`config.mk`:
```
export PLATFORM = sky130hd
export DESIGN_NAME = axis_ingress
export DESIGN_NICKNAME = d
export VERILOG_FILES = /design/src/rtl/axis_pkg.sv /design/src/rtl/axis_skid_buffer.sv /design/src/rtl/axis_ingress.sv
export SDC_FILE = /design/constraint.sdc
export NUM_CORES = 1
export LEC_CHECK = 0
export ABC_AREA = 1
export CORE_UTILIZATION = 54
export CTS_CLUSTER_DIAMETER = 40
export DETAILED_ROUTE_END_ITERATION = 16
export MAX_ROUTING_LAYER = met4
export PLACE_DENSITY = 0.85
export SKIP_LAST_GASP = 1
export SLEW_MARGIN = 10
export SYNTH_ARGS = -nofsm -noshare
export SYNTH_HDL_FRONTEND = slang
export SYNTH_SLANG_ARGS = --single-unit
```
`constraint.sdc`:
```
create_clock -name clk -period 4.55 [get_ports clk]
set_input_delay 0.6825 -clock clk [delete_from_list [all_inputs] [get_ports clk]]
set_output_delay 0.6825 -clock clk [all_outputs]
set_load 0.005 [all_outputs]
```
`src/rtl/axis_pkg.sv`:
```
// Shared AXI-stream types for the ingress/egress shims and their register slices.
// Latency: n/a (types and constants only).
// Backpressure: n/a.
//
// Contents:
//   AXIS_DATA_W / AXIS_USER_W  default beat widths used by axis_beat_t
//   ingress_state_e            frame-length policing state of axis_ingress
//   axis_beat_t                one stream beat {data, last, user}
package axis_pkg;

    localparam int AXIS_DATA_W = 64;
    localparam int AXIS_USER_W = 1;

    typedef enum logic [0:0] {
        ST_PASS    = 1'b0,
        ST_DISCARD = 1'b1
    } ingress_state_e;

    typedef struct packed {
        logic [AXIS_DATA_W-1:0] data;
        logic                   last;
        logic [AXIS_USER_W-1:0] user;
    } axis_beat_t;

endpackage

```
`src/rtl/axis_skid_buffer.sv`:
```
// Two-entry register slice: output register plus one skid register, all outputs from flops.
// Latency: a beat accepted at edge N is presented downstream after edge N (one cycle).
// Backpressure: up_rdy is a flop equal to "skid empty"; it drops the cycle after the skid fills.
//
// Ports:
//   clk, rst_n        clock, synchronous active-low reset
//   up_vld/up_rdy     upstream handshake, up_dat the offered beat
//   dn_vld/dn_rdy     downstream handshake, dn_dat the registered beat (zero while dn_vld=0)
module axis_skid_buffer
    import axis_pkg::*;
#(
    parameter type beat_t = axis_beat_t
) (
    input  logic  clk,
    input  logic  rst_n,
    input  logic  up_vld,
    output logic  up_rdy,
    input  beat_t up_dat,
    output logic  dn_vld,
    input  logic  dn_rdy,
    output beat_t dn_dat
);

    logic  out_vld_q;
    logic  skid_vld_q;
    logic  rdy_q;
    beat_t out_q;
    beat_t skid_q;

    logic  out_fire;
    logic  up_fire;
    logic  skid_vld_nxt;

    always_comb begin
        out_fire     = out_vld_q && dn_rdy;
        up_fire      = up_vld && rdy_q;
        skid_vld_nxt = skid_vld_q;
        if (skid_vld_q) begin
            if (out_fire) begin
                skid_vld_nxt = 1'b0;
            end
        end else if (up_fire && out_vld_q && !dn_rdy) begin
            skid_vld_nxt = 1'b1;
        end
    end

    always_ff @(posedge clk) begin
        if (!rst_n) begin
            out_vld_q  <= 1'b0;
            skid_vld_q <= 1'b0;
            rdy_q      <= 1'b0;
            out_q      <= '0;
            skid_q     <= '0;
        end else begin
            // Ready is computed a cycle ahead so it never sees dn_rdy combinationally.
            rdy_q      <= !skid_vld_nxt;
            skid_vld_q <= skid_vld_nxt;
            if (skid_vld_q) begin
                // Skid full means up_rdy is low: only the drain path can move.
                if (out_fire) begin
                    out_q <= skid_q;
                end
            end else if (up_fire) begin
                if (!out_vld_q || dn_rdy) begin
                    out_q     <= up_dat;
                    out_vld_q <= 1'b1;
                end else begin
                    skid_q <= up_dat;
                end
            end else if (out_fire) begin
                // Clear the payload so no stale field (e.g. last) lingers without valid.
                out_vld_q <= 1'b0;
                out_q     <= '0;
            end
        end
    end

    assign up_rdy = rdy_q;
    assign dn_vld = out_vld_q;
    assign dn_dat = out_q;

`ifndef SYNTHESIS
    // up_rdy this cycle is fully determined by the previous cycle's state.
    a_rdy_registered: assert property (@(posedge clk)
        $past(rst_n) |-> (up_rdy == !$past(skid_vld_nxt)));
`endif

endmodule

```
`src/rtl/axis_ingress.sv`:
```
// AXI-stream chip-edge ingress: registered skid slice plus max-frame-length policing.
// Latency: one cycle from s acceptance to m presentation; full throughput while m_tready=1.
// Backpressure: s_tready is a flop (skid empty); discarded beats still obey the buffer's ready.
//
// Ports:
//   clk, rst_n                          clock, synchronous active-low reset
//   s_tdata/tvalid/tready/tlast/tuser   external stream in
//   m_tdata/tvalid/tready/tlast/tuser   internal stream out (registered)
//   frame_cnt, trunc_cnt                frames delivered on m, frames truncated (wrapping)
//   in_frame                            high between first and last accepted s beat
module axis_ingress
    import axis_pkg::*;
#(
    parameter int DATA_WIDTH = 64,
    parameter int USER_WIDTH = 1,
    parameter int MAX_BEATS  = 256,
    parameter int CNT_WIDTH  = 32
) (
    input  logic                  clk,
    input  logic                  rst_n,
    input  logic [DATA_WIDTH-1:0] s_tdata,
    input  logic                  s_tvalid,
    output logic                  s_tready,
    input  logic                  s_tlast,
    input  logic [USER_WIDTH-1:0] s_tuser,
    output logic [DATA_WIDTH-1:0] m_tdata,
    output logic                  m_tvalid,
    input  logic                  m_tready,
    output logic                  m_tlast,
    output logic [USER_WIDTH-1:0] m_tuser,
    output logic [CNT_WIDTH-1:0]  frame_cnt,
    output logic [CNT_WIDTH-1:0]  trunc_cnt,
    output logic                  in_frame
);

    localparam int               IDX_W    = $clog2(MAX_BEATS);
    localparam logic [IDX_W-1:0] LAST_IDX = IDX_W'(MAX_BEATS - 1);

    typedef struct packed {
        logic [DATA_WIDTH-1:0] data;
        logic                  last;
        logic [USER_WIDTH-1:0] user;
    } beat_t;

    ingress_state_e   state;
    logic [IDX_W-1:0] beat_idx;

    logic  accept;
    logic  at_limit;
    logic  truncate;
    logic  wr_vld;
    beat_t wr_dat;
    beat_t rd_dat;

    always_comb begin
        accept   = s_tvalid && s_tready;
        at_limit = (beat_idx == LAST_IDX);
        truncate = accept && (state == ST_PASS) && at_limit && !s_tlast;
        // In DISCARD the beat is consumed by the handshake but never written.
        wr_vld   = s_tvalid && (state == ST_PASS);

        wr_dat.data = s_tdata;
        wr_dat.last = s_tlast;
        wr_dat.user = s_tuser;
        if (at_limit && !s_tlast) begin
            // Last allowed beat of an oversize frame: close it and flag the error.
            wr_dat.last             = 1'b1;
            wr_dat.user[USER_WIDTH-1] = 1'b1;
        end
    end

    axis_skid_buffer #(
        .beat_t (beat_t)
    ) u_skid (
        .clk    (clk),
        .rst_n  (rst_n),
        .up_vld (wr_vld),
        .up_rdy (s_tready),
        .up_dat (wr_dat),
        .dn_vld (m_tvalid),
        .dn_rdy (m_tready),
        .dn_dat (rd_dat)
    );

    always_ff @(posedge clk) begin
        if (!rst_n) begin
            state     <= ST_PASS;
            beat_idx  <= '0;
            in_frame  <= 1'b0;
            frame_cnt <= '0;
            trunc_cnt <= '0;
        end else begin
            if (accept) begin
                in_frame <= !s_tlast;
                if (state == ST_PASS) begin
                    if (s_tlast || at_limit) begin
                        beat_idx <= '0;
                    end else begin
                        beat_idx <= beat_idx + IDX_W'(1);
                    end
                    if (truncate) begin
                        state     <= ST_DISCARD;
                        trunc_cnt <= trunc_cnt + CNT_WIDTH'(1);
                    end
                end else if (s_tlast) begin
                    state <= ST_PASS;
                end
            end
            if (m_tvalid && m_tready && m_tlast) begin
                frame_cnt <= frame_cnt + CNT_WIDTH'(1);
            end
        end
    end

    assign m_tdata = rd_dat.data;
    assign m_tlast = rd_dat.last;
    assign m_tuser = rd_dat.user;

`ifndef SYNTHESIS
    a_last_has_valid: assert property (@(posedge clk)
        $past(rst_n) |-> (!m_tlast || m_tvalid));

    a_stall_stable: assert property (@(posedge clk)
        ($past(rst_n) && $past(m_tvalid) && !$past(m_tready))
        |-> (m_tvalid && $stable(m_tdata) && $stable(m_tlast) && $stable(m_tuser)));
`endif

endmodule

```
# After elaboration in Yosys (flattened, before gate mapping)
# Index checks and enable logic that the tools add are counted.
# Widths: inputs -> output; s select.
# op_classes
bitwise_logic	3
reduce_logical	23
n_eq_ne	4
n_addsub	3
muxes	16
# ops
op	count
$mux 66	5
$add 32x1->32 const B	2
$reduce_and 3->1	4
$logic_and 1x1->1	11
$mux 1	9
$add 8x1->8 const B	1
$eq 8x8->1 const B	1
$mux 8	1
$logic_not 1->1	4
$ne 2x2->1 const B	2
$ne 3x2->1 const B	1
$not 1->1	3
$logic_or 1x1->1	2
$mux 2	1
$reduce_and 2->1	1
$reduce_bool 2->1	1
# word_totals
output_inout_bits	133
elab_cells	63
regBits	209

# Depth between registers and ports, before layout
# Gate-level depths: netlist of the first run.
# depth
word_depth	8
mapped_depth	11

# Modules after synthesis
# Synthesis of the first run repeated with hierarchy kept, for this count alone.
# unflattened
hier_cells	1570
area_unflattened_um2	9930.8
# modules_own_cells
module	cells_each	instances	area_each_um2
axis_skid_buffer	937	1	5945.7
axis_ingress	633	1	3985.1

# Worst setup path before layout of the first run
# OpenSTA, ideal clock, no wires.
# synth_path
path_kind	input port to flip-flop
start	in s_tvalid
end	reg u_skid.skid_q[25] (netlist name)
path_slack_ns	2.753
setup_ns	0.116
arrival_time_ns	1.681
path_stages	9
t_required_ns	4.434
cell_sequence	nand2_2 nor2_4 inv_2 nor2_4 nand3_2 buf_6 clkbuf_1 o21ai_0 nor2_1
# synth_between
elab_chain_cells	3
# synth_lines
item	line	source
start, declared	axis_ingress.sv:22	input logic s_tvalid,
$logic_and 1x1->1	axis_ingress.sv:60	wr_vld = s_tvalid && (state == ST_PASS);
$logic_and 1x1->1	axis_skid_buffer.sv:36	up_fire = up_vld && rdy_q;
$reduce_and 3->1 (no line)	--	
end signal, assigned	axis_skid_buffer.sv:68	skid_q <= up_dat;
end, declared	axis_skid_buffer.sv:28	beat_t skid_q;
# Every way passes these cells.
# A chain may end at the register's enable or synchronous reset.

# Worst setup path in the final report of the first run
# layout_path
start	in s_tvalid
end	reg u_skid.out_q, in the netlist u_skid.dn_dat[9]
# layout_between
elab_chain_cells	4
elab_cells_between_ends	7
# layout_lines
item	line	source
$logic_and 1x1->1 (*)	axis_ingress.sv:60	
$logic_and 1x1->1 (*)	axis_skid_buffer.sv:36	
$ne 3x2->1 (no line), or another cell as far along	--	
$reduce_and 3->1 (no line) or $mux 66 (tied branches)	--	
end signal, assigned	axis_skid_buffer.sv:61	out_q <= skid_q;
end signal, assigned	axis_skid_buffer.sv:65	out_q <= up_dat;
end, declared	axis_skid_buffer.sv:27	beat_t out_q;
# Every way passes the cells marked *; elsewhere a longest branch is shown, timed or not.

==> results.cfg, run 1 <==
[outcome]
status = finished, final reports clean

[synthesis]
yosysSeqAreaShare_pct = 45.51
synth_ff_type = dfxtp_1
synth_nets = 1393
async_reset_ff_share_pct = 0
synth_cell_type_count = 38
synth_seq_cells = 209
synth.avg_cell_area_um2 = 6.965
syn_inst = 1320
synth_edf_count = 0
netlist_area_um2 = 9194
ys_warn_count = 0

[detailed_routing]
antenna_left = 0
drc_errors = 0
first_pass_iters = 5
viasPerCell = 5.351
num_vias = 9273
wl_per_cell_um = 14.25
drt_iter0_drc = 585
wl_um = 24700

[worst_setup_path]
worstSetupStartpointType = primary input
cpPeakStageDelay_ps = 740
reg2reg_depth = 7
crit_family = buffers and inverters
reg2reg_from = u_skid.up_rdy
critPathSlowestCell = inv_2
cpMostUsedCell = nand2_2
rrSetupSlack_ps = 2330
worst_ep_arrival_time_ps = 2910
crit_type = primary input to flip-flop
worst_setup_path_end_kind = flip-flop
crit_buf_inv = 3
reg2reg_to = u_skid.dn_dat[9]
path_cells = clkdlybuf4s50_1 -> nand2_2 -> nor2_4 -> nand2_2 -> inv_2 -> buf_4 -> nand2_1 -> a31oi_1
crit_required_ps = 4990
path_max_fanout = 52

[clock_network]
clkLatencyLatePin_ps = 530
clockRootBuffer = clkbuf_16
cts_resized = 0
htreeDepth = 1
cts.path.max_buffers = 3
cts_hold_buf = 0
cts.clk_slew.worst_paths_ps = 60
cts-buffers-inserted = 28
clkSinkCount = 209
cts_setup_buffers = 0
cts_tree = built

[floorplanning]
num_rows = 47
die_w_um = 132.5
die_area_um2 = 17550
start_util_pct = 55.44
fp.dieH_um = 132.5
pin_count = 203
coreArea_um2 = 16580

[finish]
layout_commonest_cell = nand2_1
drive_gt1_share_pct = 5.618
finalNetCount = 1567
fillers = 1303
area_growth_pct = 32.09
final_cell_mix = nand2_1 (322), nor2_1 (251), dfxtp_1 (208)
antennaDiodeCount = 0

[sta]
fin_tns_setup_ps = 0
period_share_pct = 54.16
setup_viol = 0
hold_viol = 0
rsz0062_at_grt = no
layout_setup_ws_ps = 2086
drv_slew = 0
max_freq_ghz = 0.4058
slew_headroom_pct = 33.10
clock_skew_ps = 10.76
tightest_slew_ps = 1002
fin_crit_ps = 2464

[grt]
grt_usage_pct = 28.22
grt_pass1_vias = 8505
antenna_found_initial = 0
grt_remaining_overflow = 0
grt_max_degree = 133
grt_pass1_wl_um = 40160

[power_and_ir_drop]
ir_worst_vdd_mv = 0.3272
p_leak_nw = 4.194
power_density_nw_per_um2 = 358.8

[hold_path]
hold_depth = 2
worstHoldStart = u_skid.skid_q[33]
hold_path.class = flip-flop to flip-flop
min_to = u_skid.dn_dat[33]

[placement]
io_buffers = 202
place.gp.congestion = 0.8982
place_ws_ps = 1571
dp_hpwl_um = 15730

[run]
maxCapViolCount = 0
-- worst min-delay path, cell delays in order (launching register included) --
cell and delay, ps:
dfxtp_1 300, nand2_1 50, a31oi_1 70
-- Yosys cell counts (3+ instances only) --
cell	number	area share, %
xnor2_1	8	0.76
nor2_1	251	10
ha_1	3	0.41
buf_4	7	0.57
o21ai_0	144	7.8
nand3_1	35	1.9
nor3_1	15	0.82
xor2_1	7	0.67
o21ai_1	11	0.60
a31oi_1	65	4.4
clkbuf_1	34	1.4
inv_2	3	0.12
nand4_1	10	0.68
dfxtp_1	209	46
inv_1	87	3.6
buf_1	4	0.16
nand2_1	322	13
o21bai_1	4	0.33
nand2_2	3	0.20
nor2_4	6	0.73
nand3_2	4	0.44
buf_2	19	1.0
a21oi_1	41	2.2
nor2_2	8	0.54
nor3b_1	3	0.24
-- how the worst max path moves through the flow --
stage	from	end	cells past startpoint
2_1_floorplan	s_tvalid	u_skid.skid_q[25]	9
3_3_place_gp	s_tvalid	u_skid.dn_dat[18]	8
3_5_place_dp	s_tvalid	u_skid.dn_dat[9]	8
4_1_cts	s_tvalid	u_skid.dn_dat[9]	8
5_1_grt	s_tvalid	u_skid.dn_dat[50]	8
6_report	s_tvalid	u_skid.dn_dat[9]	8
-- report_power, final --
part           switching [mW]  total [mW]  internal [mW]
sequential             0.0387        1.94           1.90
combinational           0.181       0.377          0.196
clock                   0.805        2.05           1.24
-- per-layer routing --
metal | wire length (µm) | global-route usage (%) | vias up | part of all wire (%)
li1 | - | - | 4624 | -
met1 | 10310 | 34.10 | 4253 | 42
met2 | 11880 | 47.05 | 345 | 48
met3 | 1891 | 5.364 | 51 | 7.7
met4 | 614 | 9.706 | 0 | 2.5
met5 | 0 | - | - | 0
-- cell type report --
class | instances | area [µm²] | share of cell area (%)
Sequential cell | 209 | 4185 | 34.46
Tap cell | 220 | 275.3 | 2.267
Clock buffer | 37 | 805.8 | 6.635
Inverter | 91 | 341.6 | 2.813
Multi-Input combinational cell | 954 | 4363 | 35.93
Timing Repair Buffer | 210 | 2092 | 17.23
Clock inverter | 12 | 81.33 | 0.6697
-- sequential cells by signal, indices dropped and copies added, names as in the netlist --
signal / count
trunc_cnt: 32
u_skid.skid_q: 66
state: 1
u_skid.dn_vld: 1
in_frame: 1
u_skid.skid_vld_q: 1
beat_idx: 8
u_skid.dn_dat: 66
u_skid.up_rdy: 1
frame_cnt: 32
-- kinds of logic (layout without fill, tap and decap cells) --
| kind of cell | count (synthesis) | count (layout) | share of synthesized area [%] |
|---|---|---|---|
| XOR/XNOR | 15 | 15 | 1.429 |
| AND/OR/NAND/NOR | 666 | 666 | 29.70 |
| buffers and inverters | 157 | 350 | 7.117 |
| adder cells (fa/ha/maj) | 3 | 3 | 0.4083 |
| AO/OA/AOI/OAI | 270 | 270 | 15.84 |
| flip-flops | 209 | 209 | 45.51 |
-- per-stage QoR --
stage | std cells | total power [mW] | utilization [%] | area [µm²] | hold slack [ps]
after floorplan | 1320 | 2.130 | - | 9194 | 440.7
after global placement | 1684 | 2.339 | 67.88 | 11260 | 454.0
after detailed placement | 1684 | 2.346 | 67.88 | 11260 | 464.8
after CTS | 1733 | 4.382 | 73.23 | 12140 | 468.9
after global routing | 1733 | 4.498 | 73.23 | 12140 | 485.1
final | 1733 | 4.358 | 73.23 | 12140 | 465.6
(Power assumes the default switching activity.)
==> inputs of run 2 (changes only) <==
--- a/config.mk
+++ b/config.mk
@@ -6,11 +6,11 @@
 export NUM_CORES = 1
 export LEC_CHECK = 0
 export ABC_AREA = 1
-export CORE_UTILIZATION = 54
+export CORE_UTILIZATION = 51
 export CTS_CLUSTER_DIAMETER = 40
 export DETAILED_ROUTE_END_ITERATION = 16
 export MAX_ROUTING_LAYER = met4
-export PLACE_DENSITY = 0.85
+export PLACE_DENSITY = 0.81
 export SKIP_LAST_GASP = 1
 export SLEW_MARGIN = 10
 export SYNTH_ARGS = -nofsm -noshare
==> constraint.sdc (replaced) <==
create_clock -name clk -period 2.49 [get_ports clk]
set_input_delay 0.3735 -clock clk [delete_from_list [all_inputs] [get_ports clk]]
set_output_delay 0.3735 -clock clk [all_outputs]
set_load 0.005 [all_outputs]
==> run 2 against run 1 <==
Critical path depth stayed put. Non-clock buffer count increased by 3. Count of clock-buffer cells in the layout rose by 6. Register-to-register slack got worse by 1800 ps. Global-route usage shrank 0.74 points. Largest power group unchanged. Largest cell class unchanged. Critical endpoint is now trunc_cnt[25]. Wire length is 1.3% higher. Flip-flop and latch count unchanged. Highest routed layer unchanged. Total power rose by 110%.
==> results.cfg, run 2 (same netlist as run 1, synthesis figures left out) <==
[outcome]
status = finished, final reports clean

[placement]
dp_hpwl_um = 15740
io_buffers = 202
placed_cells = 1692
place_ws_ps = 251.0
place.gp.congestion = 0.9161

[detailed_routing]
viasPerCell = 5.354
drt_iter0_drc = 608
num_vias = 9397
wl_per_cell_um = 14.26
antenna_left = 0
first_pass_iters = 5
drc_errors = 0
wl_um = 25030

[grt]
grt_pass1_vias = 8462
grt_max_degree = 170
antenna_found_initial = 1
grt_remaining_overflow = 0
grt_usage_pct = 27.48
grt_pass1_wl_um = 40230

[floorplanning]
fp.dieH_um = 136.3
die_area_um2 = 18570
num_rows = 48
start_util_pct = 52.61
pin_count = 203
die_w_um = 136.3
coreArea_um2 = 17480

[clock_network]
clkLatencyLatePin_ps = 490
htreeDepth = 2
cts_resized = 0
cts_tree = built
cts.path.max_buffers = 3
cts-buffers-inserted = 34
cts.clk_slew.worst_paths_ps = 50
clockRootBuffer = clkbuf_16
cts_hold_buf = 0
cts_setup_buffers = 0
clkSinkCount = 209

[power_and_ir_drop]
power_density_nw_per_um2 = 735.8
ir_worst_vdd_mv = 0.6264
p_leak_nw = 4.397
finalPower_mw = 9.253

[sta]
holdWs_ps = 452.1
fin_crit_ps = 1955
fin_tns_setup_ps = 0
slew_headroom_pct = 20.61
clock_skew_ps = 14.31
period_share_pct = 78.52
max_freq_ghz = 0.5115
tightest_slew_ps = 1184
setup_viol = 0
layout_setup_ws_ps = 534.9
drv_slew = 0
rsz0062_at_grt = no
hold_viol = 0

[finish]
finalNetCount = 1576
area_growth_pct = 36.77
layout_commonest_cell = nand2_1
finalNonFillerCells = 1755
fillers = 1396
final_cell_mix = nand2_1 (322), nor2_1 (251), dfxtp_1 (208)
drive_gt1_share_pct = 6.671

[hold_path]
hold_path.class = primary input to flip-flop
min_to = trunc_cnt[22]
hold_depth = 4
worstHoldStart = rst_n

[worst_setup_path]
path_max_fanout = 9
reg2reg_depth = 8
worstSetupStartpointType = flip-flop
crit_required_ps = 2860
reg2reg_to = trunc_cnt[25]
rrSetupSlack_ps = 530
worst_ep_arrival_time_ps = 2330
crit_type = flip-flop to flip-flop
worst_setup_path_end_kind = flip-flop
reg2reg_from = beat_idx[0]

[run]
maxCapViolCount = 0
-- run 2: cell types whose count changed in the layout (fill, tap and decap cells not counted), sizes merged --
| cell | change |
|---|---|
| inv | +1 |
| bufinv | +5 |
| clkinv | +3 |
| clkbuf | +6 |
| buf | +3 |
| clkinvlp | -2 |
| diode | +1 |
-- run 2: routing by layer --
metal  global-route usage [%]  vias to the layer above  wire [µm]
li1                         -                     4673          -
met1                    34.19                     4338      10700
met3                    5.444                       49       1885
met5                        -                        -          0
met2                    44.56                      337      11850
met4                    8.765                        0        588
-- run 2: how the worst max path moves through the flow --
stage / start / end / slack (ps) / cells past startpoint
CTS: beat_idx[0] / trunc_cnt[25] / 540 / 9
detailed placement: s_tvalid / u_skid.dn_dat[36] / 250 / 8
global placement: s_tvalid / u_skid.skid_q[0] / 310 / 10
global route: trunc_cnt[0] / trunc_cnt[24] / 320 / 11
floorplan: beat_idx[0] / trunc_cnt[25] / 880 / 8
finish: beat_idx[0] / trunc_cnt[25] / 530 / 8
-- run 2: cell type report --
class	instances	area [µm²]	area share (%)
antenna	1	2.502	0.01990
clock buffer	43	988.4	7.861
clock inverter	19	247.7	1.970
inverter	91	341.6	2.716
multi-input combinational	954	4363	34.70
sequential	209	4185	33.28
tap	225	281.5	2.239
timing repair buffer	213	2165	17.21
-- run 2: per-stage QoR --
| step | area [µm²] | util, % |
|---|---|---|
| 4_1_cts | 12570 | 71.94 |
| 6_report | 12570 | 71.95 |
| 3_5_place_dp | 11340 | 64.86 |
| 3_3_place_gp | 11340 | 64.86 |
| 2_1_floorplan | 9194 | - |
| 5_1_grt | 12570 | 71.95 |
-- run 2: worst max-delay path, stage by stage (launching register included) --
cell     delay [ps]
dfxtp_1         360
ha_1            180
nand2_1         100
nor2_2          260
nand3_2         140
nor2_2          370
nand3_1         200
nor3_1          170
nor2_1           60
-- run 2: report_power, final --
| part | internal, mW | switching (mW) | leakage [nW] |
|---|---|---|---|
| Combinational | 0.367 | 0.332 | 2.09 |
| Sequential | 3.47 | 0.0753 | 1.70 |
| Clock | 3.35 | 1.66 | 0.607 |
| Total | 7.18 | 2.07 | 4.40 |
==> inputs of run 3 (changes only) <==
--- a/config.mk
+++ b/config.mk
@@ -6,11 +6,11 @@
 export NUM_CORES = 1
 export LEC_CHECK = 0
 export ABC_AREA = 1
-export CORE_UTILIZATION = 51
+export CORE_UTILIZATION = 46
 export CTS_CLUSTER_DIAMETER = 40
 export DETAILED_ROUTE_END_ITERATION = 16
 export MAX_ROUTING_LAYER = met4
-export PLACE_DENSITY = 0.81
+export PLACE_DENSITY = 0.77
 export SKIP_LAST_GASP = 1
 export SLEW_MARGIN = 10
 export SYNTH_ARGS = -nofsm -noshare
==> constraint.sdc (replaced) <==
create_clock -name clk -period 1.7 [get_ports clk]
set_input_delay 0.255 -clock clk [delete_from_list [all_inputs] [get_ports clk]]
set_output_delay 0.255 -clock clk [all_outputs]
set_load 0.005 [all_outputs]
==> run 3 against run 2 <==
Cell area rose by 7.6%. Die area rose by 11%. Final cell count rose by 6.8%. Global-route usage fell by 1.5 points. Setup slack got worse by 490 ps. Critical path depth fell by 7. Sequential power rose by 46%. Clock power rose by 42%. Wire length rose by 4.7%. First-iteration DRC count fell by 5.9%. Register-to-register slack got worse by 440 ps. Highest routed layer unchanged.
==> results.cfg, run 3 (same netlist as run 1, synthesis figures left out) <==
[outcome]
status = finished, final reports clean

[finish]
area_growth_pct = 47.17
drive_gt1_share_pct = 14.67
finalNetCount = 1656
antennaDiodeCount = 0
final_cell_mix = nand2_1 (318), nor2_1 (248), clkdlybuf4s50_1 (183)
finalInstanceArea_um2 = 13530
layout_commonest_cell = nand2_1

[clock_network]
cts-buffers-inserted = 34
cts.path.max_buffers = 3
clockRootBuffer = clkbuf_16
clkSinkCount = 209
clkLatencyLatePin_ps = 490
cts.clk_slew.worst_paths_ps = 50
htreeDepth = 2
cts_tree = built

[sta]
clock_skew_ps = 18.02
fin_tns_setup_ps = 0
hold_viol = 0
layout_setup_ws_ps = 42.54
drv_slew = 0
slew_headroom_pct = 48.45
setup_viol = 0
rsz0062_at_grt = yes
max_freq_ghz = 0.6033
period_share_pct = 97.50
tightest_slew_ps = 773.3
fin_crit_ps = 1657

[grt]
grt_usage_pct = 25.94
grt_pass1_vias = 8856
grt_remaining_overflow = 0
antenna_found_initial = 0
grt_pass1_wl_um = 42200
grt_max_degree = 68

[worst_setup_path]
worst_ep_arrival_time_ps = 1400
path_cells = clkdlybuf4s50_1
worstSetupStartpointType = flip-flop
worst_setup_path_end_kind = primary output
crit_type = flip-flop to primary output
crit_required_ps = 1440
cpPeakStageDelay_ps = 570
critPathSlowestCell = clkdlybuf4s50_1
path_max_fanout = 3
crit_family = buffers and inverters
crit_buf_inv = 1

[floorplanning]
coreArea_um2 = 19530
die_w_um = 143.4
pin_count = 203
die_area_um2 = 20560
start_util_pct = 47.08
fp.dieH_um = 143.4
num_rows = 51

[placement]
place.gp.congestion = 0.8869
place_ws_ps = -297.2
dpl-instance-area_um2 = 12060
io_buffers = 202
dp_hpwl_um = 17410

[power_and_ir_drop]
ir_worst_vdd_mv = 0.6853
comb_power_share_pct = 8.6
p_sw_share_pct = 22.36
finalPower_mw = 13.44
clockPowerShare_pct = 52.8
power_density_nw_per_um2 = 993.2
p_leak_nw = 5.087
internal_power_mw = 10.43
pwr-share-seq_pct = 38.6
power_switching_mw = 3.005

[detailed_routing]
antenna_left = 0
first_pass_iters = 5
drc_errors = 0
num_vias = 9583
wl_um = 26220
wl_per_cell_um = 13.99
drt_iter0_drc = 572
viasPerCell = 5.114

[run]
maxCapViolCount = 0

[hold_path]
hold_path.class = primary input to flip-flop
run 3: cell types whose count changed in the layout (fill, tap and decap cells not counted), sizes merged:
cell	change
buf	+79
clkdlybuf4s50	-18
dlymetal6s2s	+10
dlygate4sd2	+8
clkbuf	+4
clkinv	-4
bufinv	-1
clkinvlp	+1
diode	-1
inv	+1
run 3: per-stage QoR:
step | std cells | hold WS, ps | utilization, %
2_1_floorplan | 1320 | 403.2 | -
3_3_place_gp | 1803 | 452.1 | 61.75
3_5_place_dp | 1803 | 461.4 | 61.75
4_1_cts | 1867 | 215.6 | 68.06
5_1_grt | 1874 | 236.9 | 69.29
6_report | 1874 | 227.0 | 69.29
run 3: path summary, 6_finish.rpt:
check	startpoint	to	depth (start not counted)	slack, ps
hold reg to reg	u_skid.skid_q[13]	u_skid.dn_dat[13]	2	470
hold / removal	rst_n	u_skid.skid_q[43]	3	230
setup reg to reg	u_skid.up_rdy	u_skid.skid_q[56]	8	90
setup / recovery	u_skid.dn_dat[1]	m_tlast	1	40
run 3: power groups by stage:
stage          Sequential, mW  Combinational (mW)  Clock [mW]
2_1_floorplan            5.27               0.434           0
3_3_place_gp             5.28                1.10           0
3_5_place_dp             5.28                1.12           0
4_1_cts                  5.18                1.13        7.21
5_1_grt                  5.19                1.27        7.49
6_report                 5.18                1.16        7.10
run 3: worst min-delay path, stage by stage:
cell and delay, ps:
buf_4 240, o21ai_0 120, nor2_1 40
run 3: per-layer routing:
metal,GRT usage (%),vias up,part of all wire (%),wire (µm)
met5,-,-,0,0
met4,7.783,0,2.1,543
met3,5.332,42,7.3,1914
met2,42.36,330,48,12480
met1,32.22,4373,43,11280
li1,-,4838,-,-
run 3: layout make-up:
cell class / count / area, µm²
clock inverter: 16 / 205.2
multi-input combinational: 954 / 4452
inverter: 91 / 341.6
sequential: 209 / 4252
timing repair buffer: 293 / 2959
tap: 265 / 331.6
clock buffer: 46 / 989.7
fill: 1614 / 5996
run 3: what timing repair did:
item | CTS | global route
hold buffers | 0 | 0
gates resized for setup | 32 | 61
gates cloned | 0 | 1
endpoints found under the setup margin | 35 | 86
pin swaps | 0 | 13
setup buffers | 2 | 6
